## config.mk

```make
export PLATFORM = sky130hd
export DESIGN_NAME = bridge_arbiter
export DESIGN_NICKNAME = d
export VERILOG_FILES = /design/src/rtl/bridge_arbiter.sv
export SDC_FILE = /design/constraint.sdc
export NUM_CORES = 1
export LEC_CHECK = 0
export ABC_CLOCK_PERIOD_IN_PS = 2500
export CAP_MARGIN = 20
export CORE_UTILIZATION = 35
export CTS_CLUSTER_DIAMETER = 40
export DETAILED_ROUTE_END_ITERATION = 6
export GPL_ROUTABILITY_DRIVEN = 1
export HOLD_SLACK_MARGIN = 0.06
export PLACE_DENSITY = 0.7
export RECOVER_POWER = 25
export SYNTH_ARGS = -nofsm -noshare
export SYNTH_HDL_FRONTEND = slang
export SYNTH_SLANG_ARGS = --single-unit
```

## constraint.sdc

```tcl
create_clock -name clk -period 2.5 [get_ports clk]
set_input_delay 0.375 -clock clk [delete_from_list [all_inputs] [get_ports clk]]
set_output_delay 0.375 -clock clk [all_outputs]
set_load 0.01 [all_outputs]
```

## src/rtl/bridge_arbiter.sv

```systemverilog
// Two-master (M0 CPU, M1 DMA) arbiter in front of the system bridge: round-robin with locked bursts.
// Define ARB_FIXED_PRIO_EN for fixed M0 priority: M0 wins ties and cuts M1 bursts short.
module bridge_arbiter #(
    parameter int ADDR_W    = 32,
    parameter int DATA_W    = 32,
    parameter int WAIT_CYC  = 1,
    parameter int MAX_BURST = 4
) (
    input  logic              clk,
    input  logic              reset_n,
    input  logic              m0_req,
    input  logic              m0_lock,
    input  logic [3:0]        m0_we,
    input  logic [ADDR_W-1:0] m0_addr,
    input  logic [DATA_W-1:0] m0_wdata,
    output logic              m0_gnt,
    output logic              m0_done,
    output logic [DATA_W-1:0] m0_rdata,
    input  logic              m1_req,
    input  logic              m1_lock,
    input  logic [3:0]        m1_we,
    input  logic [ADDR_W-1:0] m1_addr,
    input  logic [DATA_W-1:0] m1_wdata,
    output logic              m1_gnt,
    output logic              m1_done,
    output logic [DATA_W-1:0] m1_rdata,
    output logic [3:0]        bus_we,
    output logic [ADDR_W-1:0] bus_addr,
    output logic [DATA_W-1:0] bus_wdata,
    input  logic [DATA_W-1:0] bus_rdata,
    output logic              busy
);

    // state  | meaning
    // IDLE   | bus free, arbitrate between pending requests
    // ACCESS | owner's transaction on the bus for WAIT_CYC cycles
    // DONE   | one-cycle done pulse to owner, decide burst continuation
    typedef enum logic [1:0] {IDLE, ACCESS, DONE} state_t;

    localparam logic [3:0] WAIT_LAST = 4'(WAIT_CYC - 1);
    localparam logic [3:0] BURST_LIM = 4'(MAX_BURST - 1);

    state_t              state;
    logic                owner;
    logic                last_grant;
    logic [3:0]          wait_cnt;
    logic [3:0]          burst_cnt;
    logic [3:0]          lat_we;
    logic [ADDR_W-1:0]   lat_addr;
    logic [DATA_W-1:0]   lat_wdata;

    logic                win;
    logic                src;
    logic [3:0]          src_we;
    logic [ADDR_W-1:0]   src_addr;
    logic [DATA_W-1:0]   src_wdata;
    logic                owner_req;
    logic                owner_lock;
    logic                preempt;
    logic                burst_go;

    assign bus_addr  = lat_addr;
    assign bus_wdata = lat_wdata;

    always_comb begin
        win = 1'b0;
`ifdef ARB_FIXED_PRIO_EN
        win     = ~m0_req;
        preempt = owner & m0_req;
`else
        if (m0_req && m1_req)
            win = ~last_grant;
        else
            win = ~m0_req;
        preempt = 1'b0;
`endif
        src        = (state == IDLE) ? win : owner;
        src_we     = src ? m1_we    : m0_we;
        src_addr   = src ? m1_addr  : m0_addr;
        src_wdata  = src ? m1_wdata : m0_wdata;
        owner_req  = owner ? m1_req  : m0_req;
        owner_lock = owner ? m1_lock : m0_lock;
        burst_go   = owner_req && owner_lock && (burst_cnt < BURST_LIM) && !preempt;
    end

    always_ff @(posedge clk or negedge reset_n) begin
        if (!reset_n) begin
            state      <= IDLE;
            owner      <= 1'b0;
            last_grant <= 1'b1;
            wait_cnt   <= 4'd0;
            burst_cnt  <= 4'd0;
            lat_we     <= 4'd0;
            lat_addr   <= '0;
            lat_wdata  <= '0;
            m0_gnt     <= 1'b0;
            m1_gnt     <= 1'b0;
            m0_done    <= 1'b0;
            m1_done    <= 1'b0;
            m0_rdata   <= '0;
            m1_rdata   <= '0;
            bus_we     <= 4'd0;
            busy       <= 1'b0;
        end else begin
            case (state)
                IDLE: begin
                    if (m0_req || m1_req) begin
                        state     <= ACCESS;
                        owner     <= win;
                        lat_we    <= src_we;
                        lat_addr  <= src_addr;
                        lat_wdata <= src_wdata;
                        bus_we    <= src_we;
                        wait_cnt  <= 4'd0;
                        m0_gnt    <= ~win;
                        m1_gnt    <= win;
                        busy      <= 1'b1;
                    end
                end
                ACCESS: begin
                    // write strobe lasts only the first access cycle
                    bus_we <= 4'd0;
                    if (wait_cnt == WAIT_LAST) begin
                        state <= DONE;
                        if (owner)
                            m1_rdata <= bus_rdata;
                        else
                            m0_rdata <= bus_rdata;
                        m0_done <= ~owner;
                        m1_done <= owner;
                    end else begin
                        wait_cnt <= wait_cnt + 4'd1;
                    end
                end
                DONE: begin
                    m0_done <= 1'b0;
                    m1_done <= 1'b0;
                    if (burst_go) begin
                        state     <= ACCESS;
                        lat_we    <= src_we;
                        lat_addr  <= src_addr;
                        lat_wdata <= src_wdata;
                        bus_we    <= src_we;
                        wait_cnt  <= 4'd0;
                        burst_cnt <= burst_cnt + 4'd1;
                    end else begin
                        state      <= IDLE;
                        last_grant <= owner;
                        burst_cnt  <= 4'd0;
                        m0_gnt     <= 1'b0;
                        m1_gnt     <= 1'b0;
                        busy       <= 1'b0;
                    end
                end
                default: state <= IDLE;
            endcase
        end
    end

endmodule

```

==> metrics list, run 1 <==
- The run finished, with violations left.
* Violated checks: max-capacitance violations, max-slew violations
- Sorting the synthesized cells by how often they occur yields dfrtp_1 (148), mux2_2 (117), mux2_1 (51).
* Detailed placer's ending HPWL: 12700 um
- Clock-pin slew was measured on the worst setup and hold paths at 0.06 ns.
* Data required time at the worst endpoint: 2.79 ns
* Total number of H-tree levels: 4
- Total routed wirelength: 17000 um
* Share of the synthesized area in the top cell type: between 50% and 60%
- Dividing the detail-routed via count by the number of cells gives 4.75.
- The core region is 0.0188 mm^2.
* Final Hold Slack: 0.481 ns
- Max stage delay cell, worst path: or3b_4
* Net count after synthesis: 616
- The final number of hold-violating endpoints came to 0.
- Nets@finish: 935
- The longest clock path from root to sink contains 2 buffers.
- Clock skew on the completed layout was measured at 0.0122 ns.
- Unrepaired setup endpoints after global routing: no
* Share of the clock period used by the worst path: approximately 90%
* Final standard cell count with taps included and fillers excluded: 1005
- Kind of start point of the critical path: register
- Dominant delay contributor by cell family on the critical path: simple AND/OR/NAND/NOR gates
- In the post-route analysis, the smallest setup slack over all paths is 0.311 ns.
- Walking the worst path, the cells encountered are inv_1 -> ha_1 -> or3b_4 -> or2_4 -> nor2_4 -> buf_12 -> mux2_2.
- First-pass iteration count of the detailed router: 4
- Static timing analysis puts the maximum clock frequency at 457 MHz.
* EDFF count, synth: 0
* CTS tree: done
* Dominant register cell in the synthesized netlist: dfrtp_1
- The number of different library cells used by synthesis comes to 39.
- Vert. Die Dim: 140 um
* Post-CTS setup buffer count: 0
- Critical path origin: wait_cnt[0]
- Cell types with the largest area share after synthesis: dfrtp_1 (55%), mux2_2 (20%), mux2_1 (8.6%), mux2_4 (6.5%), buf_6 (1.5%)
- The max-slew violation total from the final report is 72.
- Critical-path maximum fanout: 33
* Global-route wire length before repair: ~27000 um
- Across the run, the number of max-cap violations was 1.
- The worst register-to-register path has a depth of 7.
- Port-buffer cells: 310
- Number of register bits inferred by synthesis: 149
* Routed wire per std cell: 16.9 um
- Post-place setup slack: 0.116 ns
- Die Span X: 140 um
- Arrival time reported for the critical path endpoint: 2.48 ns
- The total overflow left after global routing is 0.
- Synthesized netlist cell count: 439
* Worst slew slack as a fraction of its limit: -10.6%
* Worst slew pin tran: about 1.7 ns
- Clock insertion delay at the later pin of the skew report: 0.42 ns
- The number of buffers and inverters on the critical path is 2.
- The repair_antennas step left the layout with diodes totalling 0.
* Final Critical Period: 2.19 ns
* Critical path class: reg -> reg
- For flop-to-flop paths, the worst setup slack is 0.31 ns.
* Leakage power summed over all cells: 4.50 nW
- The worst setup path is captured at a register.
- Clock root buffer: clkbuf_16
- In this run the number of cells on the critical path is 7.
* Cell type with the highest aggregate area in the netlist: dfrtp_1
* Fraction of the yosys area taken by sequential cells: 55.6%
* Share of cells above drive strength 1: 26.2%
* Remaining antenna violation count: 0
- The via count of the first global-routing pass came to approximately 5300.
- Netlist Area Pre-Place: 0.00671 mm^2
- TritonCTS Buffers: 17
- The min-delay analysis places its worst path in the category reg -> reg.
- Standard-cell row count: 50
* Max VDD drop: around 0.71 mV
- For this configuration, the core starts out at a cell density of 35.7%.
- Total Routing Usage GR: 17.7%
- Proportion of synthesized flip-flops having asynchronous set or reset: 100%
* I/O pin cnt: 311
- Largest stage delay on the critical path: 0.41 ns
- By instance count, the leading cell after synthesis is dfrtp_1.
- Total Negative Setup Slacks: 0 ns
- The congestion estimate from routability-driven global placement came to around 0.73.
- Antenna violations before repair: 0
- Area delta synth->final: 60.5%
* Number of warnings printed during yosys synthesis: 0
* Endpoint of the lowest-slack register-to-register path: m0_rdata[20]
- Setup violations remaining at the end of the flow were counted as 0.
- Power spread over the standard cell area amounts to 1330 mW/mm^2.
- Entering global routing, the biggest net connects 73 pins.
- For this block, the via count after detailed routing is 4772.
- Number of DRC violations after detailed routing: 0
- Count of routing violations after the opening detailed-route iteration: just over 80
* Placed Cells incl. Taps: ~970
- The most critical setup path has its endpoint at m0_rdata[20].
- Clock tree synthesis found a total of 149 sinks.
- Die ar.: just under 0.02 mm^2
* Reg2Reg Launch Point: wait_cnt[0]
* Syn Area/Cell: roughly 15 um^2
[sequential cells by signal (all words and copies together), names as in the netlist, 2 cells and up]
| signal | cells |
|---|---|
| bus_addr | 32 |
| wait_cnt | 4 |
| state | 2 |
| bus_we | 4 |
| burst_cnt | 4 |
| m0_rdata | 32 |
| m1_rdata | 32 |
| bus_wdata | 32 |
[cell families after synthesis]
family          Yosys count  share of synthesized area, %
flops                   149                          55.6
xor+xnor                  1                         0.131
simple gates             36                          3.41
compound gates           27                          2.84
buf+inv                  26                          2.72
fa+ha+maj                 3                         0.560
mux                     197                          34.7
[where the power goes]
part	internal, mW	switching [mW]	leakage [nW]
registers	3.64	0.665	1.76
logic	4.48	2.74	2.42
clock network	1.72	1.10	0.323
[routing by layer]
layer	GRT usage (%)	share of wire, %
met4	5.26	1.3
met5	0	0
met1	19.5	39
met3	7.08	9.7
met2	31.3	50
[per-stage QoR]
step                      power [mW]  area (um^2)  utilization (%)
after floorplan                 8.27         6710                -
after detailed placement        11.7        10100             53.9
after global routing            15.2        10800             57.3
after CTS                       14.6        10800             57.4
final                           14.3        10800             57.3
after global placement          11.5        10100             53.9
[cell usage in the layout (no fill, tap or decap), drive strengths merged, types with 2 or more instances in the layout]
master         instances
buf                   11
bufinv                 4
clkdlybuf4s50        309
nand2                 11
o21a                   2
a31oi                  2
nand3                  7
dfrtp                148
nor3                   2
o21ai                  7
nor2                   3
and2                   2
clkbuf                18
nand2b                 4
mux2                 197
nor2b                  3
ha                     3
a22o                   4
a21oi                  4
inv                   11
clkinv                 4
[what timing repair did]
item,in CTS,in global routing
hold endpoints to repair,69,0
resized for setup,0,0
hold buffers,1,0
[cell type report]
class	instances	area [um^2]
Fill cell	1481	8010
Sequential cell	149	3730
Timing Repair Buffer	322	3260
Multi-Input combinational cell	264	2800
Clock buffer	17	425
Tap cell	234	293
Clock inverter	15	234
Inverter	4	16.3
[worst min path at each step]
stage,start,endpoint,slack (ns),depth (start not counted)
3_3_place_gp,reset_n,m0_rdata[31],0.43,1
6_report,bus_addr[13],bus_addr[13],0.48,1
5_1_grt,bus_addr[13],bus_addr[13],0.50,1
4_1_cts,bus_addr[13],bus_addr[13],0.49,1
3_5_place_dp,reset_n,m0_rdata[31],0.44,1
2_1_floorplan,reset_n,burst_cnt[0],0.08,0
[worst register-to-register path, cell delays in order (launching register included)]
cell and delay, ns:
dfrtp_1 0.40, inv_1 0.10, ha_1 0.16, or3b_4 0.41, or2_4 0.29, nor2_4 0.13
buf_12 0.23, mux2_2 0.37
Note: power is estimated with default switching activity, not from simulation.
==> run 2, diff against run 1 <==
SKIP_CTS_REPAIR_TIMING = 1   (was not set)
==> metrics list, run 2 (synthesized netlist as in run 1, its figures left out) <==
- Status: finished with violations
- Violated checks: max-capacitance violations, max-slew violations
* I/O pin cnt: 311
- First-pass iteration count of the detailed router: 4
- Max-slew violations: 72
- After detailed placement, the design holds a cell count of 972.
* Routed wire per std cell: between 15 and 20 um
* Highest achievable clock rate: 457 MHz
- Across the run, the number of max-cap violations was 1.
- TritonCTS built the clock tree.
* Post-route cell area: ~0.011 mm^2
- After legalization and detailed placement, the total HPWL measured 12700 um.
- STA classifies the critical path startpoint as a register.
* Total Negative Setup Slacks: 0 ns
* Clock insertion delay at the later pin of the skew report: 0.42 ns
* Power density of the placed cells: 1330 mW/mm^2
* Count of antenna diodes in the layout: 0
* Final Util: 57.3%
- After global routing the overflow that remains totals 0.
* CTS clk-pin slew, worst paths: 0.06 ns
* Antenna violations before repair: 0
- Standard-cell row count: 50
- Final Hold Violating Endpoints: 0
- After detailed routing, the number of vias per cell comes to between 4 and 5.
* Leading cell type in the layout, fill and taps excluded: clkdlybuf4s50_1
- The worst-case IR drop observed on VDD is 0.714 mV.
* Core outline area: 0.0188 mm^2
* Die ar.: 0.0197 mm^2
- The top cell types in the final layout, fill and taps aside, are clkdlybuf4s50_1 (309), dfrtp_1 (148), mux2_2 (117).
- In this run the static leakage power is 4.50 nW.
- The via count of the first global-routing pass was 5259.
* Arrival time reported for the critical path endpoint: 2.48 ns
- Share of the clock period used by the worst path: 87.5%
* Largest net degree at the start of global routing: 73
- Measured against its own limit, the worst slew margin works out to -10.6%.
- Total via count after detailed routing: 4772
- Die Span X: 140 um
- In this run the deepest clock path goes through 2 buffers.
- Clock Skew: 0.0121 ns
- Number of failing setup endpoints in the final timing report: 0
- After detailed routing, the number of remaining DRC violations is 0.
- Setup repair after global routing left no endpoint under its margin.
- In the final design database the tool counted 935 nets.
* Clock root buffer: clkbuf_16
- The most critical setup path has its startpoint at wait_cnt[0].
* Area after DPL: 0.0101 mm^2
- For the pin with the worst max-slew slack, the measured transition is 1.66 ns.
* Data required time at the worst endpoint: 2.79 ns
* Final Critical Period: 2.19 ns
- Area delta synth->final: 60.5%
* Critical path class: reg -> reg
- Placer Congestion: 0.734
- The H-tree was split into 4 levels.
* TritonCTS Buffers: 17
* Total Routing Usage GR: between 10% and 20%
- Final standard cell count with taps included and fillers excluded: 1005
* Critical-path maximum fanout: 33
- After detailed routing, the met3 layer carries 1640 um of wire.
* Port-buffer cells: 310
- STA classifies the critical path endpoint as a register.
- Clock tree synthesis found a total of 149 sinks.
- Initial core utilization: a little over a third
- Count of routing violations after the opening detailed-route iteration: 81
* Global-route wire length before repair: ~27000 um
- The startpoint identified for the worst hold timing path is bus_addr[13].
- In the final layout, the share of cells above drive strength 1 is 26.2%.
- The detailed router put a total of 6590 um of wire on met1.
- The detail route stage leaves a number of antenna-violating nets equal to 0.
* Detailed-routed wire length on met2: 8520 um
- Min-Delay Path Class: reg -> reg
* Total routed wirelength: approximately 17000 um
- Measured along the y axis, the die boundary spans around 140 um.
* Highest routed layer: met4
- Reg2Reg Launch Point: wait_cnt[0]
- The completed layout was analyzed and its total power is 14.3 mW.
==> run 2: power breakdown <==
part / leakage [nW] / switching, mW / total (mW) / internal [mW]
clock: 0.323 / 1.10 / 2.82 / 1.72
combinational: 2.42 / 2.74 / 7.22 / 4.48
sequential: 1.76 / 0.665 / 4.30 / 3.64
total: 4.50 / 4.50 / 14.3 / 9.84
==> run 2: path summary, 6_finish.rpt <==
| kind | slack (ns) | end | cells past startpoint |
|---|---|---|---|
| min in group asynchronous | 0.94 | m0_rdata[28] | 2 |
| worst max register to register | 0.31 | m0_rdata[20] | 7 |
| worst min register to register | 0.48 | bus_addr[13] | 1 |
| worst max-delay path | 0.31 | m0_rdata[20] | 7 |
| max in group asynchronous | 0.48 | last_grant | 3 |
| worst min-delay path | 0.48 | bus_addr[13] | 1 |
==> run 2: layout make-up <==
type | instances | area, um^2
Multi-Input combinational cell | 264 | 2800
Sequential cell | 149 | 3730
Timing Repair Buffer | 322 | 3260
Inverter | 4 | 16.3
Clock inverter | 15 | 234
Fill cell | 1481 | 8010
Clock buffer | 17 | 425
Tap cell | 234 | 293
==> run 2: routing by layer <==
metal	GRT usage (%)	up-vias
met5	0	-
met4	5.26	0
met3	7.08	21
met2	31.3	202
met1	19.5	2335
li1	-	2214
==> run 2: stage by stage <==
stage	setup WS (ns)	hold slack [ns]
3_5_place_dp	0.116	0.441
2_1_floorplan	0.498	0.0794
3_3_place_gp	0.180	0.432
6_report	0.311	0.481
5_1_grt	0.155	0.502
4_1_cts	0.281	-0.0195
==> run 2: critical path: stages, from the launching register on <==
cell,delay [ns]
dfrtp_1,0.40
inv_1,0.10
ha_1,0.16
or3b_4,0.41
or2_4,0.29
nor2_4,0.13
buf_12,0.23
mux2_2,0.36
==> run 3, diff against run 2 <==
ABC_CLOCK_PERIOD_IN_PS = 2200   (was 2500)
clock period = 2.2 ns   (was 2.5 ns; I/O delays follow)
==> metrics list, run 3 (synthesized netlist as in run 1, its figures left out) <==
- The flow ran to the end, and the final reports show no timing, DRC or antenna violations.
* HP Start: bus_wdata[10]
- Clock skew on the completed layout was measured at 0.0108 ns.
- Global routing finished with a remaining overflow of 0.
- Max-slew violations: 0
- Antenna violations before repair: 0
- Total number of H-tree levels: 4
* Met1 routed wirelength after detailed routing: 6940 um
* Standard-cell row count: 50
* Switching power summed over all nets: between 5 and 6 mW
- Worst hold path stage count: 1
- Global-route wire length before repair: 28000 um
- Routed wire per std cell: roughly 17 um
* Reg2Reg Launch Point: wait_cnt[0]
- Cell internal power was estimated by the tool at 11.0 mW.
- The clock period could shrink to 2.12 ns.
- Placer Congestion: between 0.7 and 0.8
* Leading cell type in the layout, fill and taps excluded: clkdlybuf4s50_1
* Total Routing Usage GR: 18.3%
* Initial core utilization: 35.7%
- Worst slew slack as a fraction of its limit: 21.3%
* Kind of start point of the critical path: register
- The tree is rooted in a clkbuf_16.
- Data on the critical path is required at its endpoint by between 2 and 3 ns.
* Share of cells above drive strength 1: a little over a quarter
- The core region is around 0.019 mm^2.
- Power density of the placed cells: roughly 1500 mW/mm^2
- Combinational cell fraction of total power: 51.4%
- The path with the worst hold slack has its endpoint at bus_wdata[10].
- The floorplan step defined a die boundary enclosing 0.0197 mm^2.
- Across the run, the number of max-cap violations was 0.
* Total Negative Setup Slacks: 0 ns
* Count of routing violations after the opening detailed-route iteration: 95
* Number of DRC violations after detailed routing: 0
* Largest net degree at the start of global routing: 58
- Largest stage delay on the critical path: 0.41 ns
- Detailed-routed wire length on met2: 8670 um
- The routed layout has about 4800 vias.
* Max stage delay cell, worst path: dfrtp_1
* Worst reg2reg setup slack: 0.08 ns
- 311 I/O pins were placed.
* First-pass iteration count of the detailed router: 4
- Maximum buffer depth of the clock tree: 2
* Critical path origin: wait_cnt[0]
- Number of failing setup endpoints in the final timing report: 0
- The final number of hold-violating endpoints was 0.
- After layout, the worst path uses a little over nine tenths of the clock period.
- Setup repair after global routing left no endpoint under its margin.
* CTS tree: done
- Grouping stages by cell kind, the critical path spends the most delay in simple AND/OR/NAND/NOR gates.
- Clock share of power: 18.2%
- Worst slew pin tran: 1.18 ns
* Count of antenna diodes in the layout: 0
- At the end of the flow, the number of nets in the layout was 940.
* Remaining antenna violation count: 0
- Highest routed layer: met4
- CTS clk-pin slew, worst paths: 0.06 ns
- Min-Delay Path Class: reg -> reg
- The clock net in this run drives a total of approximately 150 sinks.
- Registers are responsible for 30.4% of the overall power.
- Timing would allow up to 471 MHz.
- In this run the worst path has a maximum fanout of 32.
- In this run the critical register-to-register path is captured at m0_rdata[20].
- Vert. Die Dim: 140 um
- STA puts the critical path data arrival time at ~2.4 ns.
- STA classifies the critical path endpoint as a register.
- Area delta synth->final: 60.0%
* Max VDD drop: 0.794 mV
* R2R cell count: 7
- The analysis attributes to cell leakage a power of 4.48 nW.
- After detailed routing, the number of vias per cell comes to 4.78.
- The clock reaches the later pin of the worst-skew pair after 0.42 ns.
- The die is 140 um wide.
* Critical path class: reg -> reg
* TritonCTS Buffers: 17
- After detailed routing, the total wire length is 17400 um.
* Power, Total: 16.1 mW
- Detailed routing placed a total of 1560 um of wire on met3.
* Port-buffer cells: 310
* Layout filler cell count: approximately 1500
- Crit path buf inv count: 2
* Detailed placer's ending HPWL: roughly 13000 um
- The library cells used most frequently in the layout, excluding fill and tap cells, are clkdlybuf4s50_1 (309), dfrtp_1 (148), mux2_2 (117).
* Switching Fraction: 31.6%
* Ordered list of cells on the worst path: inv_2 -> ha_1 -> or3b_4 -> or2_4 -> nor2_4 -> buf_12 -> mux2_2
- The via count of the first global-routing pass is 5277.
## run 3: worst register-to-register path, cell delays in order (launching register included)
cell     delay [ns]
dfrtp_1        0.41
inv_2          0.08
ha_1           0.13
or3b_4         0.40
or2_4          0.28
nor2_4         0.12
buf_12         0.22
mux2_2         0.38
## run 3: how the worst max path moves through the flow
stage / to / depth (start not counted)
2_1_floorplan: m0_rdata[0] / 7
3_3_place_gp: bus_addr[12] / 6
3_5_place_dp: bus_addr[0] / 6
4_1_cts: m0_rdata[3] / 7
5_1_grt: m0_done / 3
6_report: m0_rdata[20] / 7
## run 3: layer usage
metal | GRT usage (%) | up-vias
li1 | - | 2228
met1 | 20.3 | 2365
met2 | 32.3 | 210
met3 | 6.74 | 16
met4 | 5.96 | 0
met5 | 0 | -
## run 3: area by class of cell
cell class                 instances  area [um^2]  share of cell area (%)
clock buffer                      19          453                    4.22
clock inverter                    12          143                    1.33
inverter                           4         16.3                   0.152
multi-input combinational        264         2810                    26.2
sequential                       149         3730                    34.8
tap                              234          293                    2.73
timing repair buffer             327         3290                    30.6
## run 3: through the flow
step	instances	util (%)	instance area [um^2]	setup slack [ns]	hold WS, ns
after floorplan	439	-	6710	0.198	0.0344
after global placement	977	54.1	10100	-0.0618	0.281
after detailed placement	977	54.1	10100	-0.119	0.286
after CTS	1008	57.2	10700	0.0417	-0.172
after global routing	1009	57.2	10700	0.0216	0.503
final	1009	57.2	10700	0.0782	0.485
## run 3: power groups by stage
stage	clock network [mW]	registers (mW)	logic (mW)
3_3_place_gp	0	4.86	8.23
2_1_floorplan	0	5.45	3.95
5_1_grt	3.16	5.06	8.84
4_1_cts	3.05	4.90	8.43
6_report	2.93	4.89	8.27
3_5_place_dp	0	4.92	8.41
